**src/rtl/ae_ctrl_pkg.sv**
```systemverilog
`default_nettype none
// ============================================================================
//  Module      : ae_ctrl_pkg
//  Description : Shared encodings for the autoencoder ALU control path:
//                ALU op codes, mux/demux select values, bank addressing,
//                sequencer state enum and the packed ALU control word.
//  Revision    : 1.0 - initial release
// ============================================================================
package ae_ctrl_pkg;

    // ALU operation codes; 2'b11 is reserved and never driven
    localparam logic [1:0] OP_ADD = 2'b00;
    localparam logic [1:0] OP_SUB = 2'b01;
    localparam logic [1:0] OP_MUL = 2'b10;

    // Bank addressing shared by mux_1, mux_2 and the scratch write address:
    // 0..8 address bank 1, 9..17 address bank 2
    localparam logic [4:0] BANK2_BASE = 5'd9;

    // mux_3: operand A source
    localparam logic [1:0] MUX3_PIXEL = 2'd0;
    localparam logic [1:0] MUX3_MUX1  = 2'd1;

    // mux_4: operand B source
    localparam logic [3:0] MUX4_IDLE        = 4'd0;
    localparam logic [3:0] MUX4_INPUT_BIAS  = 4'd1;
    localparam logic [3:0] MUX4_OUTPUT_BIAS = 4'd2;
    localparam logic [3:0] MUX4_MUX2        = 4'd7;

    // demux_1 destinations; codes above DEST_LAST_VALID route nowhere
    localparam logic [3:0] DEST_TO_SIGMOID            = 4'd0;
    localparam logic [3:0] DEST_TO_MIDDLE_LAYER_ERROR = 4'd7;
    localparam logic [3:0] DEST_LAST_VALID            = DEST_TO_MIDDLE_LAYER_ERROR;
    localparam logic [3:0] DEST_NONE                  = 4'd15;

    // Sequencer states
    typedef enum logic [2:0] {
        ST_IDLE = 3'd0,
        ST_MUL  = 3'd1,
        ST_ACC  = 3'd2,
        ST_BIAS = 3'd3,
        ST_DONE = 3'd4
    } seq_state_t;

    // One cycle's worth of ALU_cells control
    typedef struct packed {
        logic [4:0] mux_1;
        logic [4:0] mux_2;
        logic [1:0] mux_3;
        logic [3:0] mux_4;
        logic       enable;
        logic [1:0] op;
        logic [3:0] demux;
        logic       wr_en;
        logic [4:0] wr_addr;
    } ctrl_word_t;

    // Control word while nothing is being computed (also the reset value)
    localparam ctrl_word_t CTRL_IDLE = '{
        mux_1   : 5'd0,
        mux_2   : 5'd0,
        mux_3   : MUX3_PIXEL,
        mux_4   : MUX4_IDLE,
        enable  : 1'b0,
        op      : OP_ADD,
        demux   : DEST_NONE,
        wr_en   : 1'b0,
        wr_addr : 5'd0
    };

    // Destinations without a physical demux output collapse to "none"
    function automatic logic [3:0] normalize_dest(input logic [3:0] dest);
        return (dest > DEST_LAST_VALID) ? DEST_NONE : dest;
    endfunction

    // Bank 2 word address for a term index
    function automatic logic [4:0] bank2_addr(input logic [3:0] idx);
        return BANK2_BASE + {1'b0, idx};
    endfunction

endpackage : ae_ctrl_pkg
`default_nettype wire

```
**src/rtl/alu_ctrl_decode.sv**
```systemverilog
`default_nettype none
// ============================================================================
//  Module      : alu_ctrl_decode
//  Description : Combinational decode of sequencer state, term index and
//                latched command into the ALU_cells control word.
//  Revision    : 1.0 - initial release
// ============================================================================
module alu_ctrl_decode
    import ae_ctrl_pkg::*;
(
    input  seq_state_t i_state,
    input  logic [3:0] i_idx,
    input  logic       i_bias_sel,
    input  logic [3:0] i_dest,
    output ctrl_word_t o_ctrl
);

    // Map each state to its operand selects, op and write-back target
    always_comb begin
        o_ctrl = CTRL_IDLE;
        case (i_state)
            ST_MUL: begin
                // bank1[i] * bank2[i], product overwrites bank2[i]
                o_ctrl.mux_1   = {1'b0, i_idx};
                o_ctrl.mux_2   = bank2_addr(i_idx);
                o_ctrl.mux_3   = MUX3_MUX1;
                o_ctrl.mux_4   = MUX4_MUX2;
                o_ctrl.op      = OP_MUL;
                o_ctrl.enable  = 1'b1;
                o_ctrl.wr_en   = 1'b1;
                o_ctrl.wr_addr = bank2_addr(i_idx);
            end
            ST_ACC: begin
                // Running sum lives in bank2[0]; fold in product k
                o_ctrl.mux_1   = BANK2_BASE;
                o_ctrl.mux_2   = bank2_addr(i_idx);
                o_ctrl.mux_3   = MUX3_MUX1;
                o_ctrl.mux_4   = MUX4_MUX2;
                o_ctrl.op      = OP_ADD;
                o_ctrl.enable  = 1'b1;
                o_ctrl.wr_en   = 1'b1;
                o_ctrl.wr_addr = BANK2_BASE;
            end
            ST_BIAS: begin
                // Sum plus bias, steered out; nothing written back
                o_ctrl.mux_1   = BANK2_BASE;
                o_ctrl.mux_3   = MUX3_MUX1;
                o_ctrl.mux_4   = i_bias_sel ? MUX4_OUTPUT_BIAS : MUX4_INPUT_BIAS;
                o_ctrl.op      = OP_ADD;
                o_ctrl.enable  = 1'b1;
                o_ctrl.demux   = i_dest;
            end
            default: o_ctrl = CTRL_IDLE;
        endcase
    end

endmodule : alu_ctrl_decode
`default_nettype wire

```
**src/rtl/alu_sequencer.sv**
```systemverilog
`default_nettype none
// ============================================================================
//  Module      : alu_sequencer
//  Description : Sequences ALU_cells through one neuron evaluation:
//                len element-wise products, their summation and a bias add,
//                with a start/done handshake towards the top-level FSM.
//  Revision    : 1.0 - initial release
// ============================================================================
module alu_sequencer
    import ae_ctrl_pkg::*;
#(
    parameter int N_MAX = 9
)(
    input  logic       clk,
    input  logic       rst,
    input  logic       start,
    input  logic [3:0] cmd_len,
    input  logic       cmd_bias_sel,
    input  logic [3:0] cmd_dest,
    output logic       busy,
    output logic       done,
    output logic       err,
    output logic [4:0] mux_1_control,
    output logic [4:0] mux_2_control,
    output logic [1:0] mux_3_control,
    output logic [3:0] mux_4_control,
    output logic       enable_ALU,
    output logic [1:0] op_select,
    output logic [3:0] demux_1_control,
    output logic       mem_wr_en,
    output logic [4:0] mem_wr_addr
);

    localparam logic [3:0] c_len_max = 4'(N_MAX);

    seq_state_t r_state;
    logic [3:0] r_idx;
    logic [3:0] r_len;
    logic       r_bias_sel;
    logic [3:0] r_dest;
    ctrl_word_t r_ctrl;
    logic       r_busy;
    logic       r_done;
    logic       r_err;

    seq_state_t w_next_state;
    logic [3:0] w_next_idx;
    logic       w_accept;
    logic       w_reject;
    logic       w_len_legal;
    logic       w_last;
    logic       w_next_bias_sel;
    logic [3:0] w_next_dest;
    ctrl_word_t w_next_ctrl;

    assign w_len_legal = (cmd_len != 4'd0) && (cmd_len <= c_len_max);
    assign w_last      = (r_idx == (r_len - 4'd1));

    // Next state / index; controls are decoded from the next state so that
    // they land in the same cycle as the state they describe
    always_comb begin
        w_next_state = r_state;
        w_next_idx   = r_idx;
        w_accept     = 1'b0;
        w_reject     = 1'b0;
        case (r_state)
            ST_IDLE: begin
                if (start) begin
                    if (w_len_legal) begin
                        w_accept     = 1'b1;
                        w_next_state = ST_MUL;
                        w_next_idx   = 4'd0;
                    end else begin
                        w_reject     = 1'b1;
                    end
                end
            end
            ST_MUL: begin
                if (!w_last) begin
                    w_next_idx = r_idx + 4'd1;
                end else if (r_len > 4'd1) begin
                    w_next_state = ST_ACC;
                    w_next_idx   = 4'd1;
                end else begin
                    w_next_state = ST_BIAS;
                end
            end
            ST_ACC: begin
                if (w_last) begin
                    w_next_state = ST_BIAS;
                end else begin
                    w_next_idx = r_idx + 4'd1;
                end
            end
            ST_BIAS: w_next_state = ST_DONE;
            ST_DONE: w_next_state = ST_IDLE;
            default: w_next_state = ST_IDLE;
        endcase
    end

    assign w_next_bias_sel = w_accept ? cmd_bias_sel : r_bias_sel;
    assign w_next_dest     = w_accept ? normalize_dest(cmd_dest) : r_dest;

    alu_ctrl_decode u_decode (
        .i_state    (w_next_state),
        .i_idx      (w_next_idx),
        .i_bias_sel (w_next_bias_sel),
        .i_dest     (w_next_dest),
        .o_ctrl     (w_next_ctrl)
    );

    // State, latched command and registered outputs
    always_ff @(posedge clk or posedge rst) begin
        if (rst) begin
            r_state    <= ST_IDLE;
            r_idx      <= 4'd0;
            r_len      <= 4'd0;
            r_bias_sel <= 1'b0;
            r_dest     <= DEST_NONE;
            r_ctrl     <= CTRL_IDLE;
            r_busy     <= 1'b0;
            r_done     <= 1'b0;
            r_err      <= 1'b0;
        end else begin
            r_state <= w_next_state;
            r_idx   <= w_next_idx;
            if (w_accept) begin
                r_len <= cmd_len;
            end
            r_bias_sel <= w_next_bias_sel;
            r_dest     <= w_next_dest;
            r_ctrl     <= w_next_ctrl;
            r_busy     <= (w_next_state != ST_IDLE);
            r_done     <= (w_next_state == ST_DONE);
            r_err      <= w_reject;
        end
    end

    assign busy            = r_busy;
    assign done            = r_done;
    assign err             = r_err;
    assign mux_1_control   = r_ctrl.mux_1;
    assign mux_2_control   = r_ctrl.mux_2;
    assign mux_3_control   = r_ctrl.mux_3;
    assign mux_4_control   = r_ctrl.mux_4;
    assign enable_ALU      = r_ctrl.enable;
    assign op_select       = r_ctrl.op;
    assign demux_1_control = r_ctrl.demux;
    assign mem_wr_en       = r_ctrl.wr_en;
    assign mem_wr_addr     = r_ctrl.wr_addr;

endmodule : alu_sequencer
`default_nettype wire

```
**config.mk**
```make
export PLATFORM = sky130hd
export DESIGN_NAME = alu_sequencer
export DESIGN_NICKNAME = d
export VERILOG_FILES = /design/src/rtl/ae_ctrl_pkg.sv /design/src/rtl/alu_ctrl_decode.sv /design/src/rtl/alu_sequencer.sv
export SDC_FILE = /design/constraint.sdc
export NUM_CORES = 1
export LEC_CHECK = 0
export ABC_AREA = 0
export ABC_CLOCK_PERIOD_IN_PS = 8250
export BUFFER_PORTS_ARGS = -buffer_cell sky130_fd_sc_hd__buf_2
export CAP_MARGIN = 20
export CORE_ASPECT_RATIO = 0.75
export CORE_MARGIN = 1.5
export CORE_UTILIZATION = 40
export CTS_BUF_LIST = sky130_fd_sc_hd__clkbuf_8
export CTS_CLUSTER_DIAMETER = 50
export DETAILED_ROUTE_END_ITERATION = 16
export PLACE_DENSITY_LB_ADDON = 0.15
export SLEW_MARGIN = 20
export SYNTH_ARGS = -nofsm -noshare
export SYNTH_HDL_FRONTEND = slang
export SYNTH_SLANG_ARGS = --single-unit
```
**constraint.sdc**
```tcl
create_clock -name clk -period 8.25 [get_ports clk]
set_input_delay 0.4125 -clock clk [delete_from_list [all_inputs] [get_ports clk]]
set_output_delay 0.4125 -clock clk [all_outputs]
set_load 0.01 [all_outputs]
```
======== Word-level counts from Yosys, hierarchy flattened ========
Cells that the tools add are included.
word-level totals
  register bits ........................... 48
  input port bits ......................... 12
  output and inout port bits .............. 32
  logic and storage cells ................. 64
operators by class
  add/sub/neg operators ................... 3
  order comparisons ....................... 3
  eq/ne operators ......................... 8
  mux-type cells .......................... 27
  reductions and logical operators ........ 6
operators with widths
  kind                   number
  $mux W4                8
  $pmux W8 S3            1
  $eq A3 B2 Y1 const B   4
  $mux W3                4
  $pmux W3 S4            1
  $pmux W4 S3            1
  $pmux W6 S2            1
  $mux W1                8
  $pmux W4 S2            1
  $eq A3 B1 Y1 const B   2
  $add A4 B4 Y5 const A  1
  $mux W5                1
  $add A4 B1 Y4 const B  1
  $eq A4 B4 Y1           1
  $gt A4 B1 Y1 const B   1
  $gt A4 B3 Y1 const B   1
  $le A4 B4 Y1 const B   1
  $reduce_bool A4 Y1     1
  $reduce_or A2 Y1       2
  $sub A4 B1 Y4 const B  1
  $eq A3 B3 Y1 const B   1
  $logic_not A3 Y1       1
  $reduce_bool A3 Y1     1
  $mux W2                1
  $logic_and A1 B1 Y1    1

======== Depth between registers and ports, before layout ========
Gate-level depths: netlist (run 1).
  depth in word-level cells ............... 8
  gate-level depth with buffers ........... 13

======== By module ========
Synthesis (run 1) repeated with hierarchy kept, for this count alone.
unflattened totals
  cell total of the unflattened synthesis .. 166
  area total of the unflattened synthesis .. 2,008.2 um2
by module, submodules not included
  module           instances  cells each  area each (um2)  seq. area each (um2)
  alu_sequencer    1          119         1,722.9          1,211.2
  alu_ctrl_decode  1          47          285.3            0.0

======== Worst setup path after synthesis (run 1) ========
No wires, ideal clock.
  path kind ............................... register -> register
  start point ............................. register r_len[0]
  end point ............................... register r_ctrl (netlist bit mem_wr_addr[4])
  library setup time ...................... 119 ps
  arrival ................................. 2,559 ps
  setup slack ............................. 5,572 ps
  cell stages (with the launch flop) ...... 14
  cells stage by stage .................... dfrtp_1 > inv_1 > ha_1 > xnor2_1 > nor4_4 > a22o_1 > buf_6 > o31a_2 > o21ai_2 > inv_1 > ha_1 > inv_1 > o21ai_0 > and2_1
RTL lines
  item                    RTL line              source
  start, declared         alu_sequencer.sv:38   logic [3:0] r_len;
  start signal, assigned  alu_sequencer.sv:128  r_len <= cmd_len;
  end signal, assigned    alu_sequencer.sv:132  r_ctrl <= w_next_ctrl;
  end, declared           alu_sequencer.sv:41   ctrl_word_t r_ctrl;

==> results of run 1 <==
==> how the worst min path moves through the flow <==
stage | startpoint | endpoint | depth (start not counted)
finish | rst | mux_4_control[0] | 3
CTS | rst | mux_4_control[0] | 3
global route | rst | mux_4_control[0] | 3
global placement | r_dest[1] | r_dest[1] | 2
floorplan | r_bias_sel | mux_4_control[1] | 2
detailed placement | r_dest[0] | r_dest[0] | 2
==> critical path: stages (launching register included) <==
cell	delay, ns
dfrtp_1	0.43
inv_1	0.06
ha_1	0.30
xnor2_1	0.21
nor4b_4	0.39
a22o_1	0.42
a21oi_1	0.14
o21ai_2	0.26
inv_1	0.14
ha_1	0.22
inv_1	0.08
o21ai_0	0.11
and2_1	0.20
==> per-layer routing <==
| metal | part of all wire [%] | wire (um) |
|---|---|---|
| met3 | 4.2 | 161 |
| met1 | 49 | 1864 |
| met5 | 0 | 0 |
| met4 | 1.4 | 55 |
| met2 | 45 | 1731 |
==> registers in the layout (all words and copies together), names as in the netlist <==
name / count
busy: 1
demux_1_control: 4
done: 1
err: 1
mem_wr_addr: 5
mem_wr_en: 1
mux_1_control: 4
mux_2_control: 5
mux_3_control: 1
mux_4_control: 3
op_select: 1
r_bias_sel: 1
r_dest: 4
r_idx: 4
r_len: 4
r_state: 3
==> cells in the mapped netlist (all sizes together) (3+ instances only) <==
library cell and number:
dfrtp 35, inv 15, nor2 14, nand2 10, o21ai 10, a21oi 9
and2 8, dfstp 8, buf 7, mux2 7, ha 4, nand2b 4
nand4 4, xnor2 4, o31ai 3, or4 3
==> power breakdown <==
part / switching [W] / total, W / internal, W
clock network: 0.0000675 / 0.000125 / 0.0000579
registers: 0.0000531 / 0.000354 / 0.000301
logic: 0.000291 / 0.000481 / 0.000190
==> cell type report <==
type / count / area share, %
Clock buffer: 5 / 2.984
Tap cell: 60 / 3.256
Multi-Input combinational cell: 108 / 34.73
Clock inverter: 3 / 0.7054
Timing Repair Buffer: 40 / 8.790
Inverter: 15 / 2.442
Sequential cell: 43 / 47.10
==> metrics by stage <==
step	hold slack, ns	power [W]	area, um2
after global routing	0.2942	0.001042	2306
final	0.2487	0.0009611	2306
after detailed placement	0.5023	0.0008428	2221
after CTS	0.2636	0.0009714	2306
after global placement	0.4863	0.0008323	2221
after floorplan	0.4682	0.0007222	2012
==> kinds of logic after synthesis <==
kind of cell | Yosys count | synth area share (%)
compound gates | 32 | 12.38
xor+xnor | 6 | 3.377
fa+ha+maj | 4 | 2.502
buf+inv | 24 | 6.253
flops | 43 | 54.28
mux | 9 | 4.940
other cells | 1 | 0.1874
simple gates | 53 | 16.07
==> results_dict.tcl, run 1 <==
set metrics [dict create \
    status "finished clean" \
    seq_area_frac_synth_pct 54.28 \
    fin_ws_ns 5.184 \
    die_area_um2 5439 \
    finalMaxSlewViolations 0 \
    yosys_warnings 0 \
    layout.cells.most_common "buf_2" \
    synthDominantCellAreaShare_pct 43.78 \
    ant_nets 0 \
    grt_usage_pct 15.69 \
    htreeDepth 2 \
    end_kind "flip-flop" \
    p_per_area_nw_per_um2 416.8 \
    grt_setup_unrepaired "no" \
    dr.pass1.iters 4 \
    hold_path.class "in -> async" \
    required_ns 8.43 \
    cts_sinks 43 \
    async_flop_share_pct 100.0 \
    syn_inst 172 \
    wl_per_cell_um 13.91 \
    yosysUniqueCellTypes 49 \
    cp.arrival_ns 3.24 \
    fmax_mhz 326.2 \
    min_period_ns 3.066 \
    r2r-end "mem_wr_addr[4]" \
    seqCellArea_um2 1086 \
    gp_congestion 0.7580 \
    syn_avg_cell_area_um2 11.63 \
    drcViolationCount 0 \
    dp_slack_ns 5.213 \
    cts_resized 0 \
    drv_cap 0 \
    fin_cells 274 \
    crit_fanout 9 \
    n_antenna_cell 0 \
    ys_seq_elements 43 \
    ctsHoldBuffers 0 \
    met2_usage_pct 23.61 \
    syn-cell-area_um2 2001 \
    antenna_found_initial 0 \
    synth_area_leader_cell "dfrtp_1" \
    grt.met3_usage_pct 4.134 \
    final_util_pct 47.60 \
    cts_tree "done" \
    clk_pin_slew_ns 0.08 \
    clock_latency_ns 0.29 \
    grt_overflow 0 \
    ys.flop_type "dfrtp_1" \
    final_nets 229 \
    path_class "reg -> reg" \
    fin_skew_ns 0.008386 \
    fin_crit_sh_pct 37.16 \
    setup_viol 0 \
    clockBufferDepth 2 \
    cts_buffers 5 \
    r2r-start "r_len[0]" \
    syn2layout_area_growth_pct 15.26 \
    drive_gt1_share_pct 35.98 \
    die_w_um 84.67 \
    cts_setup_buffers 0 \
    io-pin-count 44 \
    start_util_pct 41.30 \
    die_y_um 64.25 \
    power.leakage_nw 1.109 \
    num_vias 1361 \
    r2r_cells 12 \
    cp-endpoint "mem_wr_addr[4]" \
    root_buffer "clkbuf_8" \
    setup_tns_ns 0 \
    fill_cells 437 \
    dp_hpwl_um 2897 \
    viasPerCell 4.967 \
    worst-r2r-setup-slack_ns 5.18 \
    use_met1_pct 21.64 \
    hold_viol 0 \
    numPortBuffers 39 \
    grt_pass1_vias 1343 \
    netlist_top_cells_area "dfrtp_1 (44%), dfstp_2 (11%), mux2_2 (3.4%)" \
    dp_cells 266 \
    busiest_layer "met2" \
    relSlewSlack_pct 59.15 \
    timing.critical_path.from "r_len[0]" \
    final_cell_mix "buf_2 (39), dfrtp_1 (35), inv_1 (16)" \
    tightest_slew_ns 0.6128 \
    std_cell_rows 22 \
    drt-total-wl_um 3812 \
    multiInputGateArea_um2 800.8 \
    ir_drop_mv 0.2104 \
    grt_first_pass_wirelength_um 6506 \
    synth_edf_count 0 \
    drt_iter0_drc 132 \
    core-area_um2 4845 \
    cp-start-kind "flip-flop" \
    grt_start_max_net_pins 44 \
]
Note: power is estimated with default switching activity, not from simulation.
==> inputs of run 2 (changes only) <==
--- a/config.mk
+++ b/config.mk
@@ -5,8 +5,8 @@
 export SDC_FILE = /design/constraint.sdc
 export NUM_CORES = 1
 export LEC_CHECK = 0
-export ABC_AREA = 0
-export ABC_CLOCK_PERIOD_IN_PS = 8250
+export ABC_AREA = 1
+export ABC_CLOCK_PERIOD_IN_PS = 2450
 export BUFFER_PORTS_ARGS = -buffer_cell sky130_fd_sc_hd__buf_2
 export CAP_MARGIN = 20
 export CORE_ASPECT_RATIO = 0.75
==> constraint.sdc (replaced) <==
create_clock -name clk -period 2.45 [get_ports clk]
set_input_delay 0.1225 -clock clk [delete_from_list [all_inputs] [get_ports clk]]
set_output_delay 0.1225 -clock clk [all_outputs]
set_load 0.01 [all_outputs]
==> results_dict.tcl, run 2 <==
set metrics [dict create \
    gp_congestion 0.8348 \
    final_nets 278 \
    syn2layout_area_growth_pct 19.13 \
    critPathSlowestCell "dfrtp_1" \
    crit_fanout 5 \
    min_period_ns 2.173 \
    dr.pass1.iters 9 \
    start_util_pct 41.35 \
    viasPerCell 4.399 \
    drt-total-wl_um 3489 \
    path_class "reg -> reg" \
    drive_gt1_share_pct 35.74 \
    numPortBuffers 39 \
    syn-cell-area_um2 2014 \
    yosys_warnings 0 \
    grt_setup_unrepaired "no" \
    die_area_um2 5475 \
    final_cell_mix "nand2_1 (47), buf_2 (39), dfrtp_1 (35)" \
    synth.most_common_cell "nand2_1" \
    antenna_found_initial 0 \
    failed_checks "design-rule violations" \
    cts_sinks 43 \
    synthDominantCellAreaShare_pct 43.48 \
    dp_hpwl_um 2554 \
    grt_pass1_vias 1377 \
    die_w_um 84.95 \
    grt_overflow 0 \
    ir_drop_mv 0.6246 \
    io-pin-count 44 \
    ant_nets 0 \
    cp-start-kind "flip-flop" \
    fmax_mhz 460.1 \
    synth_edf_count 0 \
    clockBufferDepth 2 \
    seq_area_frac_synth_pct 53.91 \
    drv_cap 0 \
    clock_latency_ns 0.29 \
    grt_usage_pct 14.71 \
    clk_pin_slew_ns 0.08 \
    hold_viol 0 \
    wl_per_cell_um 10.80 \
    fin_skew_ns 0.005731 \
    setup_tns_ns 0 \
    status "finished with violations" \
    fin_crit_sh_pct 88.70 \
    cts_tree "done" \
    netlist_top_cells_area "dfrtp_1 (43%), dfstp_2 (10%), nand2_1 (8.8%)" \
    htreeDepth 2 \
    std_cell_rows 22 \
    grt_first_pass_wirelength_um 6210 \
    die_y_um 64.46 \
    synth_common_cells "nand2_1 (47), dfrtp_1 (35), inv_1 (30)" \
    num_vias 1421 \
    p_per_area_nw_per_um2 1300 \
    synth_area_leader_cell "dfrtp_1" \
    required_ns 2.64 \
    ys_seq_elements 43 \
    yosysUniqueCellTypes 32 \
    max_stage_delay_ns 0.40 \
    core-area_um2 4872 \
    async_flop_share_pct 100.0 \
    cp_common_cell "nand2_1" \
    syn_inst 213 \
    setup_viol 0 \
    grt_start_max_net_pins 22 \
    drt_iter0_drc 45 \
    cts_buffers 5 \
    final_util_pct 49.26 \
    finalMaxSlewViolations 0 \
    cp.arrival_ns 2.36 \
    drcViolationCount 4 \
    root_buffer "clkbuf_8" \
    layout.cells.most_common "nand2_1" \
    end_kind "flip-flop" \
    power.leakage_nw 1.330 \
    hold_path.class "in -> reg" \
    syn_avg_cell_area_um2 9.457 \
    n_antenna_cell 0 \
    cp_cell_sequence "inv_2, ha_1, inv_1, nand2_2, nand2_1, nand2_1, nand2_1, nor2_4, nand3_2, nand2_4, inv_2, nand2_1, nand2_1, ha_2, xnor2_2, nor2_2" \
    ys.flop_type "dfrtp_1" \
]
[run 2: worst paths after layout]
path / start / end / slack (ns) / cells after the start
setup / recovery: r_len[0] / mux_2_control[2] / 0.28 / 16
hold / removal: cmd_dest[0] / r_dest[0] / 0.05 / 3
setup reg to reg: r_len[0] / mux_2_control[2] / 0.28 / 16
hold reg to reg: r_dest[2] / r_dest[2] / 0.49 / 2
max in group asynchronous: rst / demux_1_control[2] / 1.67 / 4
min in group asynchronous: rst / mux_4_control[2] / 0.25 / 3
[run 2: metrics by stage]
stage / setup WS (ns) / power [W] / std cells / cell area, um2 / hold slack (ns)
3_3_place_gp: 0.3137 / 0.002663 / 313 / 2281 / 0.01424
6_report: 0.2768 / 0.003119 / 323 / 2400 / 0.04671
4_1_cts: 0.1937 / 0.003130 / 322 / 2382 / 0.03735
5_1_grt: 0.03237 / 0.003412 / 323 / 2400 / 0.04690
3_5_place_dp: 0.2134 / 0.002663 / 313 / 2281 / 0.01455
2_1_floorplan: 0.4084 / 0.002287 / 216 / 2026 / 0.2375
[run 2: per-layer routing]
metal	track usage, %	wire length [um]
met5	0	0
met4	6.762	61
met3	4.713	179
met2	21.33	1432
met1	20.05	1816
[run 2: kinds of logic (layout without fill, tap and decap cells)]
logic type	after synthesis	after routing	share of synthesized area (%)
AND/OR/NAND/NOR	97	97	25.34
flip-flops	43	43	53.91
buffers and inverters	42	89	9.131
AO/OA/AOI/OAI	21	21	6.770
XOR/XNOR	5	5	2.174
adder cells (fa/ha/maj)	4	4	2.485
other	1	4	0.1862
[run 2: repair_timing]
action	4_1_cts	5_1_grt
setup endpoints to repair	0	3
hold buffers	1	0
hold endpoints to repair	35	0
gates resized for setup	0	3
buffers inserted	0	1
[run 2: cell type report]
cell class	count	area, um2
Fill cell	464	2472
Sequential cell	43	1086
Timing Repair Buffer	44	235.2
Tap cell	60	75.07
Clock buffer	6	82.58
Clock inverter	2	8.758
Inverter	37	146.4
Multi-Input combinational cell	131	765.7
[run 2: worst max-delay path, delay by kind of cell, from the launching register on]
| kind | cells | cell delay (ns) |
|---|---|---|
| XOR/XNOR | 1 | 0.19 |
| adder cells (fa/ha/maj) | 2 | 0.41 |
| buffers and inverters | 3 | 0.20 |
| flip-flops | 1 | 0.40 |
| AND/OR/NAND/NOR | 10 | 0.87 |
[run 2: power breakdown]
group	internal [W]	switching, W	leakage, nW
clock network	0.000223	0.000221	0.0524
registers	0.000974	0.000121	0.544
logic	0.000569	0.00101	0.733
total	0.00177	0.00135	1.33
==> inputs of run 3 (changes only) <==
--- a/config.mk
+++ b/config.mk
@@ -7,13 +7,14 @@
 export LEC_CHECK = 0
 export ABC_AREA = 1
 export ABC_CLOCK_PERIOD_IN_PS = 2450
-export BUFFER_PORTS_ARGS = -buffer_cell sky130_fd_sc_hd__buf_2
+export BUFFER_PORTS_ARGS = -buffer_cell sky130_fd_sc_hd__clkbuf_2
 export CAP_MARGIN = 20
 export CORE_ASPECT_RATIO = 0.75
 export CORE_MARGIN = 1.5
 export CORE_UTILIZATION = 40
-export CTS_BUF_LIST = sky130_fd_sc_hd__clkbuf_8
+export CTS_BUF_LIST = sky130_fd_sc_hd__clkbuf_8 sky130_fd_sc_hd__clkbuf_16
 export CTS_CLUSTER_DIAMETER = 50
+export CTS_CLUSTER_SIZE = 16
 export DETAILED_ROUTE_END_ITERATION = 16
 export PLACE_DENSITY_LB_ADDON = 0.15
 export SLEW_MARGIN = 20
==> results_dict.tcl, run 3 (synthesized netlist as in run 2, its figures left out) <==
set metrics [dict create \
    final_cell_mix "nand2_1 (47), clkbuf_2 (39), dfrtp_1 (35)" \
    path_class "reg -> reg" \
    grt_usage_pct 14.80 \
    crit_fanout 6 \
    drt-total-wl_um 3599 \
    grt_pass1_vias 1386 \
    fin_skew_ns 0.002449 \
    setup_viol 0 \
    numPortBuffers 39 \
    path_buf_inv 3 \
    ir_drop_mv 0.4428 \
    die_w_um 84.95 \
    grt_overflow 0 \
    cp.arrival_ns 2.40 \
    wl_per_cell_um 11.21 \
    antenna_found_initial 0 \
    grt_setup_unrepaired "no" \
    grt_start_max_net_pins 44 \
    clockBufferDepth 2 \
    power.leakage_nw 1.326 \
    min_period_ns 2.220 \
    gp_congestion 0.8187 \
    final_nets 276 \
    crit_family "simple AND/OR/NAND/NOR gates" \
    cp_cell_sequence "inv_1, ha_1, inv_1, nand2_2, nand2_1, nand2_1, nand2_1, nor2_4, nand3_2, nand2_4, inv_2, nand2_1, nand2_1, ha_1, xnor2_2, nor2_2" \
    place_area_um2 2273 \
    cts_sinks 43 \
    layout.cells.most_common "nand2_1" \
    die_area_um2 5475 \
    tightest_slew_ns 0.5190 \
    max_stage_delay_ns 0.40 \
    cp_common_cell "nand2_1" \
    cp-start-kind "flip-flop" \
    use_met1_pct 20.02 \
    fin_crit_sh_pct 90.60 \
    grt_first_pass_wirelength_um 6410 \
    cts_buffers 5 \
    num_vias 1453 \
    status "finished with violations" \
    met2_usage_pct 23.12 \
    drive_gt1_share_pct 34.87 \
    p_per_area_nw_per_um2 1339 \
    busiest_layer "met2" \
    final_util_pct 49.44 \
    viasPerCell 4.526 \
    core-area_um2 4872 \
    dr.pass1.iters 12 \
    dp_hpwl_um 2647 \
    n_antenna_cell 0 \
    ant_nets 0 \
    critPathSlowestCell "dfrtp_1" \
    fin_cells 321 \
    drv_cap 0 \
    required_ns 2.63 \
    htreeDepth 2 \
    dp_cells 312 \
    fmax_mhz 450.5 \
    std_cell_rows 22 \
    relSlewSlack_pct 65.40 \
    die_y_um 64.46 \
    finalMaxSlewViolations 0 \
    failed_checks "design-rule violations" \
    grt.met3_usage_pct 4.841 \
    fin_area_um2 2409 \
    clock_latency_ns 0.29 \
    root_buffer "clkbuf_8" \
    cts_tree "done" \
    drt_iter0_drc 78 \
    hold_path.class "in -> reg" \
    io-pin-count 44 \
    clk_pin_slew_ns 0.08 \
    drcViolationCount 2 \
    start_util_pct 41.35 \
    end_kind "flip-flop" \
    syn2layout_area_growth_pct 19.57 \
    hold_viol 0 \
    setup_tns_ns 0 \
]
==> run 3: cell types whose count changed in the layout (fill, tap and decap cells not counted) <==
| cell | previous run | this run |
|---|---|---|
| buf_4 | 4 | 2 |
| clkbuf_2 | 0 | 39 |
| bufinv_16 | 0 | 1 |
| ha_1 | 3 | 4 |
| inv_2 | 6 | 5 |
| ha_2 | 1 | 0 |
| buf_2 | 39 | 0 |
==> run 3: routing by layer <==
metal	routed length (um)	part of all wire, %	vias up
met1	1782	50	668
met3	215	6.0	5
met2	1574	44	38
met4	26	0.72	0
li1	-	-	742
met5	0	0	-
==> run 3: power breakdown <==
part	total, W	internal [W]	switching, W
Sequential	0.00110	0.000974	0.000130
Clock	0.000562	0.000330	0.000232
Combinational	0.00156	0.000551	0.00101
==> run 3: worst paths after layout <==
kind / startpoint / end / slack (ns) / cells past startpoint
setup / recovery: r_len[0] / mux_2_control[2] / 0.23 / 16
hold / removal: cmd_dest[2] / r_dest[2] / 0.03 / 3
max in group asynchronous: rst / r_dest[0] / 1.57 / 4
min in group asynchronous: rst / mux_4_control[0] / 0.51 / 4
hold reg to reg: r_dest[0] / r_dest[0] / 0.50 / 2
setup reg to reg: r_len[0] / mux_2_control[2] / 0.23 / 16
==> run 3: through the flow <==
stage	total power [W]	hold slack [ns]	worst slack, ns
2_1_floorplan	0.002287	0.2375	0.4084
3_3_place_gp	0.002670	0.2682	0.3156
3_5_place_dp	0.002681	0.2742	0.2294
4_1_cts	0.003260	0.01915	0.2067
5_1_grt	0.003514	0.01958	0.01786
6_report	0.003225	0.03196	0.2303
==> run 3: tightest hold or removal path: stages <==
cell      delay [ns]
clkbuf_2        0.08
inv_1           0.04
a22oi_1         0.07
==> run 3: cell type report <==
| cell class | count | area, um2 |
|---|---|---|
| flip-flops and latches | 43 | 1086 |
| fillers | 469 | 2464 |
| repair buffers | 42 | 220.2 |
| clock buffers | 6 | 82.58 |
| inverters | 37 | 146.4 |
| clock inverters | 2 | 35.03 |
| multi-input cells | 131 | 763.2 |
| well taps | 60 | 75.07 |
==> run 3: repair_timing <==
action	4_1_cts	5_1_grt
hold buffers	1	0
endpoints found under the setup margin	0	2
gates resized for setup	0	1
endpoints found under the hold margin	35	0
buffers inserted	0	0
